<file path="config.mk">
export PLATFORM = sky130hd
export DESIGN_NAME = ao311_sweep_ctrl_flat
export DESIGN_NICKNAME = d
export VERILOG_FILES = /design/src/rtl/ao311_sweep_ctrl_pkg.sv /design/src/rtl/ao311_sweep_ctrl_if.sv /design/src/rtl/ao311_sweep_ctrl_golden.sv /design/src/rtl/ao311_sweep_ctrl.sv /design/src/flat_wrapper.sv
export SDC_FILE = /design/constraint.sdc
export NUM_CORES = 1
export LEC_CHECK = 0
export ABC_AREA = 0
export CORE_ASPECT_RATIO = 1.25
export CORE_MARGIN = 3
export CORE_UTILIZATION = 30
export DETAILED_ROUTE_END_ITERATION = 8
export SLEW_MARGIN = 20
export SYNTH_ARGS = -nofsm -noshare
export SYNTH_HDL_FRONTEND = slang
export SYNTH_HIERARCHICAL = 1
export SYNTH_SLANG_ARGS = --single-unit
export TNS_END_PERCENT = 5
</file>
<file path="constraint.sdc">
create_clock -name clk -period 2.8 [get_ports clk]
set_input_delay 0.56 -clock clk [delete_from_list [all_inputs] [get_ports clk]]
set_output_delay 0.56 -clock clk [all_outputs]
set_load 0.02 [all_outputs]
</file>
<file path="src/rtl/ao311_sweep_ctrl_pkg.sv">
// rtl/ao311_sweep_ctrl_pkg.sv - shared types and widths for the AO311 sweep controller
package ao311_sweep_ctrl_pkg;

  localparam int VEC_W  = 5;
  localparam int ERR_W  = 6;
  localparam int WAIT_W = 4;
  localparam logic [VEC_W-1:0] VEC_LAST = 5'd31;

  typedef enum logic [1:0] {
    ST_IDLE   = 2'd0,
    ST_SETTLE = 2'd1,
    ST_CHECK  = 2'd2,
    ST_DONE   = 2'd3
  } state_t;

endpackage

</file>
<file path="src/rtl/ao311_sweep_ctrl_if.sv">
// rtl/ao311_sweep_ctrl_if.sv - control, stimulus and status bundle of the sweep controller
interface ao311_sweep_ctrl_if;
  import ao311_sweep_ctrl_pkg::*;

  logic             start;
  logic             abort;
  logic             a, b, c, d, e;
  logic             z_rtl;
  logic             z;
  logic             busy;
  logic             done;
  logic             pass;
  logic [ERR_W-1:0] err_rtl;
  logic [ERR_W-1:0] err_gate;
  logic [VEC_W-1:0] first_fail_vec;
  logic             first_fail_vld;

  // master: the environment holding the two cell instances and issuing commands
  modport master (
    output start, abort, z_rtl, z,
    input  a, b, c, d, e, busy, done, pass, err_rtl, err_gate, first_fail_vec, first_fail_vld
  );

  modport slave (
    input  start, abort, z_rtl, z,
    output a, b, c, d, e, busy, done, pass, err_rtl, err_gate, first_fail_vec, first_fail_vld
  );

endinterface

</file>
<file path="src/rtl/ao311_sweep_ctrl_golden.sv">
// rtl/ao311_sweep_ctrl_golden.sv - reference AO311 function, z = (a & b & c) | d | e
module ao311_sweep_ctrl_golden
  import ao311_sweep_ctrl_pkg::*;
(
  input  logic [VEC_W-1:0] vec,
  output logic             exp
);

  assign exp = (vec[4] & vec[3] & vec[2]) | vec[1] | vec[0];

endmodule

</file>
<file path="src/rtl/ao311_sweep_ctrl.sv">
// rtl/ao311_sweep_ctrl.sv - steps a..e through all 32 vectors and counts RTL/gate mismatches
module ao311_sweep_ctrl
  import ao311_sweep_ctrl_pkg::*;
#(
  parameter int unsigned SETTLE_CYCLES = 2
)(
  input  logic            clk,
  input  logic            reset,
  ao311_sweep_ctrl_if.slave bus
);

  localparam logic [WAIT_W-1:0] LAST_WAIT = WAIT_W'(SETTLE_CYCLES - 1);

  state_t           state;
  logic [VEC_W-1:0] vec;
  logic [VEC_W-1:0] stim;
  logic [WAIT_W-1:0] wait_cnt;
  logic             busy_q;
  logic             done_q;
  logic             pass_q;
  logic [ERR_W-1:0] err_rtl_q;
  logic [ERR_W-1:0] err_gate_q;
  logic [VEC_W-1:0] ff_vec_q;
  logic             ff_vld_q;
  logic             exp_z;
  logic             mis_rtl;
  logic             mis_gate;

  ao311_sweep_ctrl_golden u_golden (
    .vec (vec),
    .exp (exp_z)
  );

  // case inequality so an unknown cell output is reported as a mismatch
  assign mis_rtl  = (bus.z_rtl !== exp_z);
  assign mis_gate = (bus.z     !== exp_z);

  always_ff @(posedge clk) begin
    if (reset) begin
      state      <= ST_IDLE;
      vec        <= '0;
      stim       <= '0;
      wait_cnt   <= '0;
      busy_q     <= 1'b0;
      done_q     <= 1'b0;
      pass_q     <= 1'b0;
      err_rtl_q  <= '0;
      err_gate_q <= '0;
      ff_vec_q   <= '0;
      ff_vld_q   <= 1'b0;
    end else begin
      done_q <= 1'b0;
      case (state)
        ST_IDLE: begin
          if (bus.start && !bus.abort) begin
            vec        <= '0;
            wait_cnt   <= '0;
            err_rtl_q  <= '0;
            err_gate_q <= '0;
            pass_q     <= 1'b0;
            ff_vec_q   <= '0;
            ff_vld_q   <= 1'b0;
            busy_q     <= 1'b1;
            state      <= ST_SETTLE;
          end
        end
        ST_SETTLE: begin
          if (bus.abort) begin
            busy_q <= 1'b0;
            pass_q <= 1'b0;
            state  <= ST_IDLE;
          end else begin
            stim     <= vec;
            wait_cnt <= wait_cnt + 1'b1;
            if (wait_cnt == LAST_WAIT) state <= ST_CHECK;
          end
        end
        ST_CHECK: begin
          if (bus.abort) begin
            busy_q <= 1'b0;
            pass_q <= 1'b0;
            state  <= ST_IDLE;
          end else begin
            if (mis_rtl)  err_rtl_q  <= err_rtl_q + 1'b1;
            if (mis_gate) err_gate_q <= err_gate_q + 1'b1;
            if ((mis_rtl || mis_gate) && !ff_vld_q) begin
              ff_vec_q <= vec;
              ff_vld_q <= 1'b1;
            end
            // 31 is terminal: the vector counter never wraps back to 0
            if (vec == VEC_LAST) begin
              busy_q <= 1'b0;
              done_q <= 1'b1;
              state  <= ST_DONE;
            end else begin
              vec      <= vec + 1'b1;
              wait_cnt <= '0;
              state    <= ST_SETTLE;
            end
          end
        end
        ST_DONE: begin
          pass_q <= (err_rtl_q == '0) && (err_gate_q == '0);
          state  <= ST_IDLE;
        end
        default: state <= ST_IDLE;
      endcase
    end
  end

  assign {bus.a, bus.b, bus.c, bus.d, bus.e} = stim;
  assign bus.busy           = busy_q;
  assign bus.done           = done_q;
  assign bus.pass           = pass_q;
  assign bus.err_rtl        = err_rtl_q;
  assign bus.err_gate       = err_gate_q;
  assign bus.first_fail_vec = ff_vec_q;
  assign bus.first_fail_vld = ff_vld_q;

endmodule
</file>
<file path="src/flat_wrapper.sv">
// flat-port wrapper written by rule: the top's interface ports become plain ports
module ao311_sweep_ctrl_flat import ao311_sweep_ctrl_pkg::*;
#(
  parameter int unsigned SETTLE_CYCLES = 2
)
  (clk, reset, bus_start, bus_abort, bus_z_rtl, bus_z, bus_a, bus_b, bus_c, bus_d, bus_e, bus_busy, bus_done, bus_pass, bus_err_rtl, bus_err_gate, bus_first_fail_vec, bus_first_fail_vld);
  ao311_sweep_ctrl_if bus_i ();
  input  logic clk;
  input  logic reset;
  input wire logic [$bits(bus_i.start)-1:0] bus_start;
  input wire logic [$bits(bus_i.abort)-1:0] bus_abort;
  input wire logic [$bits(bus_i.z_rtl)-1:0] bus_z_rtl;
  input wire logic [$bits(bus_i.z)-1:0] bus_z;
  output wire logic [$bits(bus_i.a)-1:0] bus_a;
  output wire logic [$bits(bus_i.b)-1:0] bus_b;
  output wire logic [$bits(bus_i.c)-1:0] bus_c;
  output wire logic [$bits(bus_i.d)-1:0] bus_d;
  output wire logic [$bits(bus_i.e)-1:0] bus_e;
  output wire logic [$bits(bus_i.busy)-1:0] bus_busy;
  output wire logic [$bits(bus_i.done)-1:0] bus_done;
  output wire logic [$bits(bus_i.pass)-1:0] bus_pass;
  output wire logic [$bits(bus_i.err_rtl)-1:0] bus_err_rtl;
  output wire logic [$bits(bus_i.err_gate)-1:0] bus_err_gate;
  output wire logic [$bits(bus_i.first_fail_vec)-1:0] bus_first_fail_vec;
  output wire logic [$bits(bus_i.first_fail_vld)-1:0] bus_first_fail_vld;
  assign bus_i.start = bus_start;
  assign bus_i.abort = bus_abort;
  assign bus_i.z_rtl = bus_z_rtl;
  assign bus_i.z = bus_z;
  assign bus_a = bus_i.a;
  assign bus_b = bus_i.b;
  assign bus_c = bus_i.c;
  assign bus_d = bus_i.d;
  assign bus_e = bus_i.e;
  assign bus_busy = bus_i.busy;
  assign bus_done = bus_i.done;
  assign bus_pass = bus_i.pass;
  assign bus_err_rtl = bus_i.err_rtl;
  assign bus_err_gate = bus_i.err_gate;
  assign bus_first_fail_vec = bus_i.first_fail_vec;
  assign bus_first_fail_vld = bus_i.first_fail_vld;
  ao311_sweep_ctrl #(.SETTLE_CYCLES(SETTLE_CYCLES)) u_core (.clk(clk), .reset(reset), .bus(bus_i));
endmodule
</file>
==> results by group <==
Status
  • Status: finished, final reports clean

Worst hold path
  • Sink of the worst hold path: u_core/stim[1]
  • Startpoint of the worst hold path: u_core/stim[1]
  • Type of the tightest min-delay check: reg -> reg
  • Worst Hold Depth: 2

Flow run
  • Max-cap viol count: 0

Critical path
  • Category of the critical setup timing path: reg -> reg
  • Startpoint class of the critical path: flip-flop
  • RR Startpoint: u_core/vec[0]
  • Required @ worst endpoint: between 2 and 3 ns
  • Endpoint type of the worst setup path: flip-flop
  • Longest individual stage delay on the worst path: 0.49 ns
  • Cell count of the worst reg-to-reg path: 7
  • Critical Path Slowest Stage Cell: sky130_fd_sc_hd__a221oi_2
  • Cells along the critical path: ha_1 -> and3_1 -> ha_1 -> or2_2 -> a221oi_2 -> o21ai_0 -> a32o_1
  • Most repeated library cell on the critical path: sky130_fd_sc_hd__ha_1
  • Terminus of the critical flop-to-flop path: u_core/wait_cnt[2]
  • Critical path startpoint: u_core/vec[0]
  • Critical path peak fanout: 8
  • Data arrival, critical path: about 2.5 ns
  • Worst-case register-to-register setup slack: around 0.5 ns

Timing
  • PnR worst setup slack: 0.4983 ns
  • Minimum hold slack: 0.4696 ns
  • Minimum clock period: about 2.3 ns
  • Final cycle utilization of the critical path: 82.20%
  • Worst clock skew: roughly 0.0066 ns
  • Normalized max-slew margin: 64.15%
  • Slew at the pin closest to its max-slew limit: approximately 0.54 ns
  • Unrepaired setup endpoints after global routing: no
  • Achievable frequency: 0.4345 GHz
  • Total negative setup slack: 0 ns
  • Endpoints failing setup: 0
  • Number of slew-limit violations in the final report: 0
  • Final hold viol count: 0

Route
  • Total number of vias: 1721
  • Antenna Nets Post-Route: 0
  • 1st-iter DRT viols: 40
  • Final routed wire length divided by cell count: 13.08 um
  • Routed WL: 4488 um
  • Post-detailed-route via-to-cell ratio: 5.017
  • TritonRoute pass-1 iters: 4
  • Count of unresolved DRC violations after routing: 0

Pwr
  • Internal power contribution: approximately 0.8 mW
  • Share of power burned in the clock network: about a third
  • Leakage power of the design: 0.8751 nW
  • Proportion of power drawn by flip-flops and latches: 48.6%
  • Worst IR drop on VDD: between 300 and 400 uV
  • Power share of the combinational group: 19.8%
  • Switching share of power: 30.13%
  • Areal power density over the cells: 473.9 nW/um2
  • Switch Pwr: 0.3459 mW

Clocking
  • Clock insertion delay at the later pin of the skew report: 0.29 ns
  • Maximum number of buffers from clock root to sink: 2
  • Clock input transition at the sequential cells of the worst setup and hold paths: 0.07 ns
  • CTS Root Buffer Type: sky130_fd_sc_hd__clkbuf_8
  • Number of levels in the clock H-tree: 2
  • Setup fix buffers added after clock tree synthesis: 0
  • Number of sinks on the clock net: 37
  • Post-CTS sizing: 0
  • Clock buffers created by TritonCTS: 5
  • Hold-fix buffer count after cts: 0
  • Clock tree from TritonCTS: yes

Synth
  • Commonest cells in the netlist: sky130_fd_sc_hd__dfxtp_1 (37), sky130_fd_sc_hd__a21oi_1 (23), sky130_fd_sc_hd__nand2_1 (20), sky130_fd_sc_hd__ha_1 (13), sky130_fd_sc_hd__nor2_1 (13)
  • Synth Area in Compound Gates: 20.55%
  • Synthesized netlist net count: roughly 240
  • Synthesized instance count: 225
  • Share of the synthesized netlist area taken by xor and xnor gates: 2.706%
  • Adder-cell share of the synthesized area: 8.376%
  • Synthesized cell area: between 1500 and 2000 um2
  • Proportion of synthesized chip area in sequential cells: 38.14%
  • Number of unique standard cell types used by synthesis: 53
  • Yosys warns: 6
  • Cell taking the most area after synthesis: sky130_fd_sc_hd__dfxtp_1
  • Dominant combinational cell family by area after synthesis: simple AND/OR/NAND/NOR gates
  • Portion of synthesized cell area occupied by the leading cell type: 38.14%
  • Fraction of synthesized area in multiplexers: ~1.8%
  • Most used standard cell by instance count after synthesis: sky130_fd_sc_hd__dfxtp_1
  • Share of synthesized registers carrying an async set or reset: 0%
  • #FFs+latches synth: 37
  • Mean post-synth cell area: 8.630 um2
  • Top flip-flop cell by instance count after synthesis: sky130_fd_sc_hd__dfxtp_1
  • Largest cells by area after synthesis: sky130_fd_sc_hd__dfxtp_1 (38%), sky130_fd_sc_hd__ha_1 (8.4%), sky130_fd_sc_hd__a21oi_1 (5.9%), sky130_fd_sc_hd__nand2_1 (3.9%), sky130_fd_sc_hd__o21ai_0 (3.1%)
  • Post-synthesis simple-gate area fraction: a little under a quarter
  • Number of enable-type register cells in the synthesized netlist: 0

Floorplanning
  • Standard-cell row count: 32
  • Core box area: 6206 um2
  • Area of the die: between 7000 and 8000 um2
  • Die width: 77.96 um
  • Initial core utilization: 31.29%
  • Number of I/O pins: 32
  • Height of the die: 95.95 um

Global route
  • Combined global-route utilization of all metal layers: 12.41%
  • Global-route congestion overflow total: 0
  • Maximum number of pins on one net before global-route repair: 28
  • Number of global-route vias before repair: 1599
  • Initial antenna violation count: 0
  • First-pass GRT wire length: around 7600 um

Final layout
  • Layout Nets: 276
  • ANT cells: 0
  • Fraction of layout cells with a size suffix above 1: 8.140%
  • Layout area overhead: 24.74%
  • Layout Utilization: 39.03%
  • Area of all placed cells without fillers: between 2000 and 2500 um2

Placement
  • Placed standard-cell area: 2336 um2
  • Dpl hpwl: 3215 um
  • RD Place Congestion: about 0.79
  • Dpl ws: approximately 0.20 ns
  • IO buf count: 31
## how the worst max path moves through the flow
| stage | end | slack [ns] |
|---|---|---|
| 2_1_floorplan | u_core/wait_cnt[2] | 0.77 |
| 3_3_place_gp | u_core/wait_cnt[2] | 0.31 |
| 3_5_place_dp | u_core/wait_cnt[2] | 0.20 |
| 4_1_cts | u_core/wait_cnt[2] | 0.50 |
| 5_1_grt | u_core/wait_cnt[2] | 0.39 |
| 6_report | u_core/wait_cnt[2] | 0.50 |
## power by group through the flow
stage               combinational (mW)  sequential, mW  clock (mW)
floorplan                        0.163           0.574           0
detailed placement               0.227           0.570           0
finish                           0.228           0.557       0.363
global route                     0.257           0.560       0.401
CTS                              0.228           0.558       0.374
global placement                 0.224           0.569           0
## registers in the layout (all words and copies together), names as in the netlist
register and flops:
u_core/state 2, u_core/bus.err_rtl 6, u_core/bus.first_fail_vld 1, u_core/bus.pass 1, u_core/bus.err_gate 6, u_core/stim 5
u_core/bus.first_fail_vec 5, u_core/vec 5, u_core/bus.busy 1, u_core/wait_cnt 4, u_core/bus.done 1
## cell families (layout without fill, tap and decap cells)
group | after synthesis | in the layout
adder cells (fa/ha/maj) | 13 | 13
buffers and inverters | 20 | 53
flip-flops | 37 | 37
AND/OR/NAND/NOR | 87 | 87
multiplexers | 3 | 3
XOR/XNOR | 6 | 6
AO/OA/AOI/OAI | 59 | 59
## area by class of cell
cell class / instances / area (um2)
clock inverters: 3 / 17.52
repair buffers: 34 / 332.8
inverters: 11 / 41.29
multi-input cells: 168 / 1115
fillers: 637 / 3784
well taps: 85 / 106.4
flip-flops and latches: 37 / 740.7
clock buffers: 5 / 68.82
## per-stage QoR
step	power, mW	cells
2_1_floorplan	0.7370	225
3_3_place_gp	0.7932	335
3_5_place_dp	0.7969	335
4_1_cts	1.160	343
5_1_grt	1.217	343
6_report	1.148	343
## worst max-delay path: cells and delay by family (launching register included)
family                   cells  cell delay, ns
AO/OA/AOI/OAI                3            0.91
adder cells (fa/ha/maj)      2            0.43
flip-flops                   1            0.37
AND/OR/NAND/NOR              2            0.48
## placed cells by master (no fill, tap or decap), types with 2 or more instances in the layout
cell,count
sky130_fd_sc_hd__and2_1,2
sky130_fd_sc_hd__mux2i_1,2
sky130_fd_sc_hd__a22oi_1,2
sky130_fd_sc_hd__clkdlybuf4s50_1,31
sky130_fd_sc_hd__nor4_1,3
sky130_fd_sc_hd__or4_1,5
sky130_fd_sc_hd__nand4_1,6
sky130_fd_sc_hd__nand2b_1,5
sky130_fd_sc_hd__a31o_2,2
sky130_fd_sc_hd__a21oi_1,23
sky130_fd_sc_hd__nor3_1,5
sky130_fd_sc_hd__ha_1,13
sky130_fd_sc_hd__xor2_1,3
sky130_fd_sc_hd__o211ai_1,3
sky130_fd_sc_hd__nor4b_1,2
sky130_fd_sc_hd__nand3b_1,2
sky130_fd_sc_hd__inv_1,10
sky130_fd_sc_hd__nand2_1,20
sky130_fd_sc_hd__buf_4,3
sky130_fd_sc_hd__nor2_1,13
sky130_fd_sc_hd__o21ai_0,12
sky130_fd_sc_hd__clkinv_2,2
sky130_fd_sc_hd__dfxtp_1,37
sky130_fd_sc_hd__or3_1,2
sky130_fd_sc_hd__and3_1,3
sky130_fd_sc_hd__nand3_1,11
sky130_fd_sc_hd__clkbuf_8,5
sky130_fd_sc_hd__xnor2_1,3
sky130_fd_sc_hd__nor2b_1,3
## per-layer routing
metal | track usage [%] | share of wire, % | routed length, um | vias to the layer above
met5 | 0 | 0 | 0 | -
met3 | 3.090 | 3.9 | 177 | 4
met2 | 20.14 | 47 | 2122 | 32
li1 | - | - | - | 886
met4 | 3.499 | 0.87 | 39 | 0
met1 | 16.41 | 48 | 2149 | 799
Note: power is estimated with default switching activity, not from simulation.
